`config.mk`:
```
export PLATFORM = sky130hd
export DESIGN_NAME = lsu_ram_ctrl
export DESIGN_NICKNAME = d
export VERILOG_FILES = /design/src/rtl/lsu_ram_ctrl.sv
export SDC_FILE = /design/constraint.sdc
export NUM_CORES = 1
export LEC_CHECK = 0
export BUFFER_PORTS_ARGS = -buffer_cell sky130_fd_sc_hd__buf_2
export CAP_MARGIN = 40
export CORE_MARGIN = 2
export CORE_UTILIZATION = 40
export DETAILED_ROUTE_END_ITERATION = 10
export GPL_ROUTABILITY_DRIVEN = 0
export PLACE_DENSITY = 0.66
export SLEW_MARGIN = 20
export SYNTH_ARGS = -nofsm -noshare
export SYNTH_HDL_FRONTEND = slang
export SYNTH_SLANG_ARGS = --single-unit
```
`constraint.sdc`:
```
create_clock -name i_clk -period 3.5 [get_ports i_clk]
set_clock_uncertainty 0.2 [all_clocks]
set_input_delay 0.7 -clock i_clk [delete_from_list [all_inputs] [get_ports i_clk]]
set_output_delay 0.7 -clock i_clk [all_outputs]
set_load 0.03 [all_outputs]
```
`src/rtl/lsu_ram_ctrl.sv`:
```
// Load/store front-end for a single-port, word-wide data RAM.
// Handles RISC-V LB/LH/LW/LBU/LHU/SB/SH/SW: load lane extraction and extension,
// sub-word stores as read-modify-write, and early rejection of misaligned or
// illegal-funct3 requests without touching memory.
module lsu_ram_ctrl #(
  parameter int unsigned DEPTH      = 2**16,
  parameter int unsigned DATA_WIDTH = 32,
  localparam int unsigned AW        = $clog2(DEPTH) + 2
) (
  input  logic                  i_clk,
  input  logic                  i_rst,
  input  logic                  i_req,
  output logic                  o_ready,
  input  logic                  i_we,
  input  logic [2:0]            i_funct3,
  input  logic [AW-1:0]         i_addr,
  input  logic [DATA_WIDTH-1:0] i_wdata,
  output logic                  o_done,
  output logic                  o_err,
  output logic [DATA_WIDTH-1:0] o_rdata,
  output logic                  o_ram_en,
  output logic                  o_ram_we,
  output logic [AW-3:0]         o_ram_addr,
  output logic [DATA_WIDTH-1:0] o_ram_wdata,
  input  logic [DATA_WIDTH-1:0] i_ram_rdata
);

  localparam logic [1:0] S_IDLE  = 2'd0;
  localparam logic [1:0] S_ISSUE = 2'd1;
  localparam logic [1:0] S_WAIT  = 2'd2;
  localparam logic [1:0] S_WRITE = 2'd3;

  localparam logic [2:0] F3_B  = 3'b000;
  localparam logic [2:0] F3_H  = 3'b001;
  localparam logic [2:0] F3_W  = 3'b010;
  localparam logic [2:0] F3_BU = 3'b100;
  localparam logic [2:0] F3_HU = 3'b101;

  logic [1:0]            state_q, state_d;
  logic                  we_q, we_d;
  logic [2:0]            funct3_q, funct3_d;
  logic [AW-1:0]         addr_q, addr_d;
  logic [DATA_WIDTH-1:0] wdata_q, wdata_d;
  logic                  done_q, done_d;
  logic                  err_q, err_d;
  logic [DATA_WIDTH-1:0] rdata_q, rdata_d;

  logic                  req_illegal;
  logic                  req_misaligned;
  logic                  is_sw;
  logic [7:0]            rd_byte;
  logic [15:0]           rd_half;
  logic [DATA_WIDTH-1:0] load_fmt;
  logic [DATA_WIDTH-1:0] merged;

  assign o_ready = (state_q == S_IDLE);
  assign o_done  = done_q;
  assign o_err   = err_q;
  assign o_rdata = rdata_q;
  assign is_sw   = we_q && (funct3_q == F3_W);

  // Classify the incoming request: illegal funct3 or misaligned for its size.
  always_comb begin
    req_illegal    = 1'b0;
    req_misaligned = 1'b0;
    if (i_we) begin
      req_illegal = (i_funct3 >= 3'b011);
    end else begin
      req_illegal = (i_funct3 == 3'b011) || (i_funct3[2:1] == 2'b11);
    end
    if (i_funct3[1:0] == 2'b01) begin
      req_misaligned = i_addr[0];
    end else if (i_funct3[1:0] == 2'b10) begin
      req_misaligned = (i_addr[1:0] != 2'b00);
    end
  end

  // Extract the addressed lane from the read word and extend it for loads.
  always_comb begin
    rd_byte  = '0;
    rd_half  = '0;
    load_fmt = '0;
    case (addr_q[1:0])
      2'd0:    rd_byte = i_ram_rdata[7:0];
      2'd1:    rd_byte = i_ram_rdata[15:8];
      2'd2:    rd_byte = i_ram_rdata[23:16];
      default: rd_byte = i_ram_rdata[31:24];
    endcase
    rd_half = addr_q[1] ? i_ram_rdata[31:16] : i_ram_rdata[15:0];
    case (funct3_q)
      F3_B:    load_fmt = {{24{rd_byte[7]}}, rd_byte};
      F3_H:    load_fmt = {{16{rd_half[15]}}, rd_half};
      F3_BU:   load_fmt = {24'd0, rd_byte};
      F3_HU:   load_fmt = {16'd0, rd_half};
      default: load_fmt = i_ram_rdata;
    endcase
  end

  // Splice store data into the word read back for a sub-word store.
  always_comb begin
    merged = i_ram_rdata;
    if (funct3_q[1:0] == 2'b00) begin
      merged[{addr_q[1:0], 3'b000} +: 8] = wdata_q[7:0];
    end else if (funct3_q[1:0] == 2'b01) begin
      merged[{addr_q[1], 4'b0000} +: 16] = wdata_q[15:0];
    end
  end

  // Sequencer: accept, issue, wait for read data, optional write-back.
  always_comb begin
    state_d  = state_q;
    we_d     = we_q;
    funct3_d = funct3_q;
    addr_d   = addr_q;
    wdata_d  = wdata_q;
    done_d   = 1'b0;
    err_d    = 1'b0;
    rdata_d  = rdata_q;
    case (state_q)
      S_IDLE: begin
        if (i_req) begin
          we_d     = i_we;
          funct3_d = i_funct3;
          addr_d   = i_addr;
          wdata_d  = i_wdata;
          if (req_illegal || req_misaligned) begin
            done_d = 1'b1;
            err_d  = 1'b1;
          end else begin
            state_d = S_ISSUE;
          end
        end
      end
      S_ISSUE: begin
        if (is_sw) begin
          done_d  = 1'b1;
          state_d = S_IDLE;
        end else begin
          state_d = S_WAIT;
        end
      end
      S_WAIT: begin
        if (!we_q) begin
          rdata_d = load_fmt;
          done_d  = 1'b1;
          state_d = S_IDLE;
        end else begin
          // The write-back word reuses the store-data register.
          wdata_d = merged;
          state_d = S_WRITE;
        end
      end
      default: begin
        done_d  = 1'b1;
        state_d = S_IDLE;
      end
    endcase
  end

  // Drive the RAM port from state and captured fields; reset blocks any access.
  always_comb begin
    o_ram_en    = 1'b0;
    o_ram_we    = 1'b0;
    o_ram_addr  = addr_q[AW-1:2];
    o_ram_wdata = '0;
    if (state_q == S_ISSUE) begin
      o_ram_en = !i_rst;
      if (is_sw) begin
        o_ram_we    = !i_rst;
        o_ram_wdata = wdata_q;
      end
    end else if (state_q == S_WRITE) begin
      o_ram_en    = !i_rst;
      o_ram_we    = !i_rst;
      o_ram_wdata = wdata_q;
    end
  end

  // State and request registers with synchronous reset.
  always_ff @(posedge i_clk) begin
    if (i_rst) begin
      state_q  <= S_IDLE;
      we_q     <= 1'b0;
      funct3_q <= '0;
      addr_q   <= '0;
      wdata_q  <= '0;
      done_q   <= 1'b0;
      err_q    <= 1'b0;
      rdata_q  <= '0;
    end else begin
      state_q  <= state_d;
      we_q     <= we_d;
      funct3_q <= funct3_d;
      addr_q   <= addr_d;
      wdata_q  <= wdata_d;
      done_q   <= done_d;
      err_q    <= err_d;
      rdata_q  <= rdata_d;
    end
  end

endmodule
```
* Word level (Yosys, flattened, before mapping)
Index checks and enable logic that the tools add are counted.
W data, S select, Z words.
** Cells by class
- Reductions and logical operators :: 15
- $lt $le $gt $ge :: 1
- Shift-type cells :: 4
- Add/sub/neg operators :: 2
- Bitwise gates (word level) :: 2
- Eq/ne operators :: 17
- Muxes and demuxes :: 30
** Operators with widths (number)
- $mux W32 :: 7
- $pmux W32 S4 :: 1
- $bwmux W32 :: 2
- $pmux W32 S2 :: 1
- $shift A16 B7 Y32 const A :: 1
- $shift A8 B7 Y32 const A :: 1
- $shiftx A16 B7 Y32 :: 1
- $shiftx A8 B7 Y32 :: 1
- $pmux W8 S3 :: 1
- $mux W16 :: 1
- $neg A5 Y7 :: 2
- $mux W1 :: 11
- $eq A2 B2 Y1 const B :: 5
- $eq A2 B1 Y1 const B :: 4
- $mux W2 :: 4
- $eq A3 B2 Y1 const B :: 2
- $eq A3 B3 Y1 const B :: 2
- $logic_not A2 Y1 :: 3
- $ne A2 B2 Y1 const B :: 3
- $pmux W2 S3 :: 1
- $reduce_and A2 Y1 :: 3
- $reduce_bool A2 Y1 :: 2
- $eq A3 B1 Y1 const B :: 1
- $ge A3 B2 Y1 const B :: 1
- 8 further kinds :: 10
** Storage, ports and cells
- Output and inout port bits :: 85
- Bits of input ports :: 89
- Register bits :: 90

* Longest topological paths before layout
- Depth in word-level cells :: 7
- Depth in mapped cells :: 9

* Worst setup path before layout
No wires, ideal clock.
- Path type :: in2out
- Start point :: input port i_rst
- End point :: output port o_ram_we
- Required time :: 2.600 ns
- Arrival time :: 1.858 ns
- Path slack :: 0.742 ns
- Stages :: 4
- Path buffers :: 1
- Cell sequence :: clkbuf_1 > nor2b_1 > o21ai_0 > inv_1
** Between the ends
- Word-level cells in the longest chain between the ends :: 3
- Elaborated cells between the ends (all ways) :: 4
- Those cells by class :: mux: 3; reduce/logical: 1
** Ends and longest elaborated chain
- start: declaration :: line 11 : input logic i_rst,
- $logic_not A1 Y1 * :: line 169, 174
- $mux W1 (on tied branches) :: line 172, 168
- $mux W1 * :: line 166 : if (state_q == S_ISSUE) begin
- end: declaration :: line 22 : output logic o_ram_we,
Every way passes the cells marked *; elsewhere a longest branch is shown, timed or not.

* Worst setup path after layout
- Start point :: register we_q
- End point :: output port o_ram_wdata[2]
** Between the ends
- Word-level cells in the longest chain between the ends :: 3
** Ends and longest elaborated chain
- start: declaration :: line 40 : logic we_q, we_d;
- start signal: assignment :: line 192 : we_q <= we_d;
- $logic_and A1 B1 Y1 :: line 60 : assign is_sw = we_q && (funct3_q == F3_W);
- $mux W32 :: line 168 : if (is_sw) begin
- $mux W32 :: line 166
- end: declaration :: line 24 : output logic [DATA_WIDTH-1:0] o_ram_wdata,
No other way between the ends.

==> results.py <==
metrics = {
    "floorplan": {
        "core_area_um2": 12100,
        "row_count": 40,
        "start_util": 0.415,
        "dieArea_um2": 13500,
        "fp.dieH_um": 116,
        "ios": 174,
        "die_x_um": 116,
    },
    "layout": {
        "final_nets": 866,
        "area_growth_pct": 22.6,
        "drive_above_1_share": 0.287,
        "num_antenna_cells": 0,
    },
    "drt": {
        "drtAntennaViolNets": 0,
        "drtPass1Iterations": 5,
        "vias": 5339,
        "wl_per_cell_um": 17.7,
        "via_per_inst": 5.66,
        "drt-total-wl_mm": 16.7,
        "drt-initial-drc-count": 583,
        "drc": 0,
    },
    "global_route": {
        "grt_pass1_vias": 5052,
        "grt_usage": 0.249,
        "met2_usage": 0.376,
        "gr-usage-met1": 0.333,
        "antenna_found_initial": 0,
        "grt_max_degree": 47,
        "met3_usage": 0.0717,
        "top_usage_layer": "met2",
        "grt_pass1_wl_mm": 25.9,
        "grt_overflow_total": 0,
    },
    "sta": {
        "rsz0062_at_grt": "false",
        "period_minus_slack_ns": 3.00,
        "worstMarginPinSlew_ns": 0.758,
        "setup_viol": 0,
        "period_share": 0.858,
        "finalSetupTns_ns": 0,
        "slew_viol_final": 0,
        "hold_slack_ns": 0.254,
        "max_freq_ghz": 0.333,
        "slew_headroom": 0.495,
        "hold_viol": 0,
    },
    "flow_run": {
        "cap_violations": 0,
    },
    "synthesis": {
        "yosysUniqueCellTypes": 47,
        "yosysWarnings": 0,
        "synth_fp_nets": 743,
        "syn_avg_cell_area_um2": 7.75,
        "synth_area_um2": 5020,
        "netlist_instances": 648,
        "synth_top_cells_by_count": "nand2_1, dfxtp_1, a21oi_1",
        "synth_edf_count": 0,
        "yosysTopAreaCellShare": 0.359,
        "async_reset_ff_frac": 0,
        "synth_top_flop_cell": "dfxtp_1",
        "synth_area_leaders": "dfxtp_1, nand2_1, a21oi_1, o21ai_0, a221oi_1",
        "ys_ff_latch": 90,
        "ys_seq_area_frac": 0.359,
        "synth_most_common_cell": "nand2_1",
        "yosysTopAreaCell": "dfxtp_1",
    },
    "clocking": {
        "cts_setup_buffers": 0,
        "cts_hold_buf": 0,
        "cts_root_buf": "clkbuf_16",
        "clock_latency_ns": 0.35,
        "htreeDepth": 3,
        "cts_sinks": 90,
        "tritoncts": "built",
        "numCtsBuffers": 9,
        "ctsResizeCount": 0,
        "clkSlewWorstSetupHoldPaths_ns": 0.06,
        "cts_buffer_depth": 2,
    },
    "power_and_ir_drop": {
        "max-vdd-ir-drop_mv": 0.260,
        "power.density_nw_per_um2": 430,
        "p_leak_nw": 2.70,
    },
    "critical_path": {
        "critPathKind": "flip-flop to output port",
        "cpMaxStageDelayCell": "dfxtp_1",
        "crit_required_ns": 2.60,
        "ff2ff_setup_slack_ns": 0.89,
        "end_kind": "output port",
        "crit_chain": "nor4bb_1 > nor2_1 > nor2b_1 > buf_4 > and2_1 > buf_2",
        "worst-path-max-fanout": 32,
        "arrival_ns": 2.10,
        "critPathMaxStageDelay_ns": 0.43,
        "worst_setup_path_start_kind": "flip-flop",
    },
    "placement": {
        "dpl.hpwl_mm": 12.1,
        "io_buffers": 173,
    },
    "outcome": {
        "status": "finished clean",
    },
    "min_path": {
        "hp-class": "flip-flop to flip-flop",
    },
}
-- through the flow --
stage | utilization | cell area (um2) | power, mW | std cells | worst slack [ns]
3_5_place_dp | 0.482 | 5840 | 1.63 | 928 | 0.876
6_report | 0.508 | 6160 | 2.65 | 944 | 0.498
5_1_grt | 0.508 | 6160 | 2.76 | 944 | 0.325
2_1_floorplan | - | 5020 | 1.47 | 648 | 0.742
3_3_place_gp | 0.482 | 5830 | 1.62 | 927 | 0.790
4_1_cts | 0.508 | 6160 | 2.66 | 944 | 0.496
-- logic make-up (layout without fill, tap and decap cells) --
group,count (synthesis),count (layout),synth area share
and+or+nand+nor,208,208,0.196
DFF,90,90,0.359
buffers and inverters,97,225,0.0902
AOI/OAI and AO/OA,245,245,0.336
adders and majority gates,6,6,0.0149
muxes,2,2,0.00399
-- worst paths after layout --
check | endpoint | startpoint | cells after the start
max reg2reg | wdata_q[21]$_SDFFE_PP0P_ | addr_q[0]$_SDFFE_PP0P_ | 6
min | addr_q[5]$_SDFFE_PP0P_ | addr_q[5]$_SDFFE_PP0P_ | 2
min reg2reg | addr_q[5]$_SDFFE_PP0P_ | addr_q[5]$_SDFFE_PP0P_ | 2
max | o_ram_wdata[2] | we_q$_SDFFE_PP0P_ | 6
-- power breakdown --
group,internal (mW),switching (mW),leakage [nW]
combinational,0.172,0.315,1.81
clock,0.632,0.395,0.156
sequential,1.09,0.0459,0.738
total,1.89,0.756,2.70
-- cell type report --
| type | count | area [um2] |
|---|---|---|
| Clock buffer | 15 | 288 |
| Multi-Input combinational cell | 461 | 2780 |
| Inverter | 23 | 86.3 |
| Sequential cell | 90 | 1800 |
| Fill cell | 1234 | 5950 |
| Timing Repair Buffer | 186 | 963 |
| Tap cell | 168 | 210 |
| Clock inverter | 1 | 30.0 |
-- layout by cell type (no fill, tap or decap), types with 4 or more instances in the layout --
master | Yosys | layout
buf_2 | 10 | 173
nand2_1 | 111 | 111
dfxtp_1 | 90 | 90
a21oi_1 | 72 | 72
o21ai_0 | 48 | 48
and2_1 | 34 | 34
a221oi_1 | 25 | 25
nor2_1 | 24 | 23
inv_1 | 22 | 22
nand2b_1 | 15 | 15
a22oi_1 | 15 | 15
buf_4 | 16 | 13
a211oi_1 | 9 | 9
a31oi_1 | 9 | 9
a311oi_1 | 9 | 9
clkbuf_16 | 0 | 9
o22ai_1 | 8 | 8
o221ai_1 | 8 | 8
o32ai_1 | 8 | 8
nand3_1 | 8 | 8
a311oi_2 | 8 | 8
a22o_1 | 8 | 8
o221a_2 | 7 | 7
ha_1 | 6 | 6
nor2b_1 | 5 | 4
clkbuf_8 | 0 | 4
-- critical path, delay by kind of cell (launching register included) --
| family | cells | cell delay, ns |
|---|---|---|
| simple gates | 4 | 0.85 |
| buf+inv | 2 | 0.46 |
| flops | 1 | 0.43 |
-- flip-flops by register name, summed over array words and instances, names as in the netlist --
signal	count
we_q	1
wdata_q	32
funct3_q	3
o_rdata	32
addr_q	18
o_err	1
state_q	2
o_done	1
-- per-layer routing --
metal / part of all wire / vias up
li1: - / 2565
met1: 0.43 / 2468
met2: 0.44 / 269
met3: 0.11 / 37
met4: 0.027 / 0
met5: 0 / -
Power figures use the tool's default switching activity.
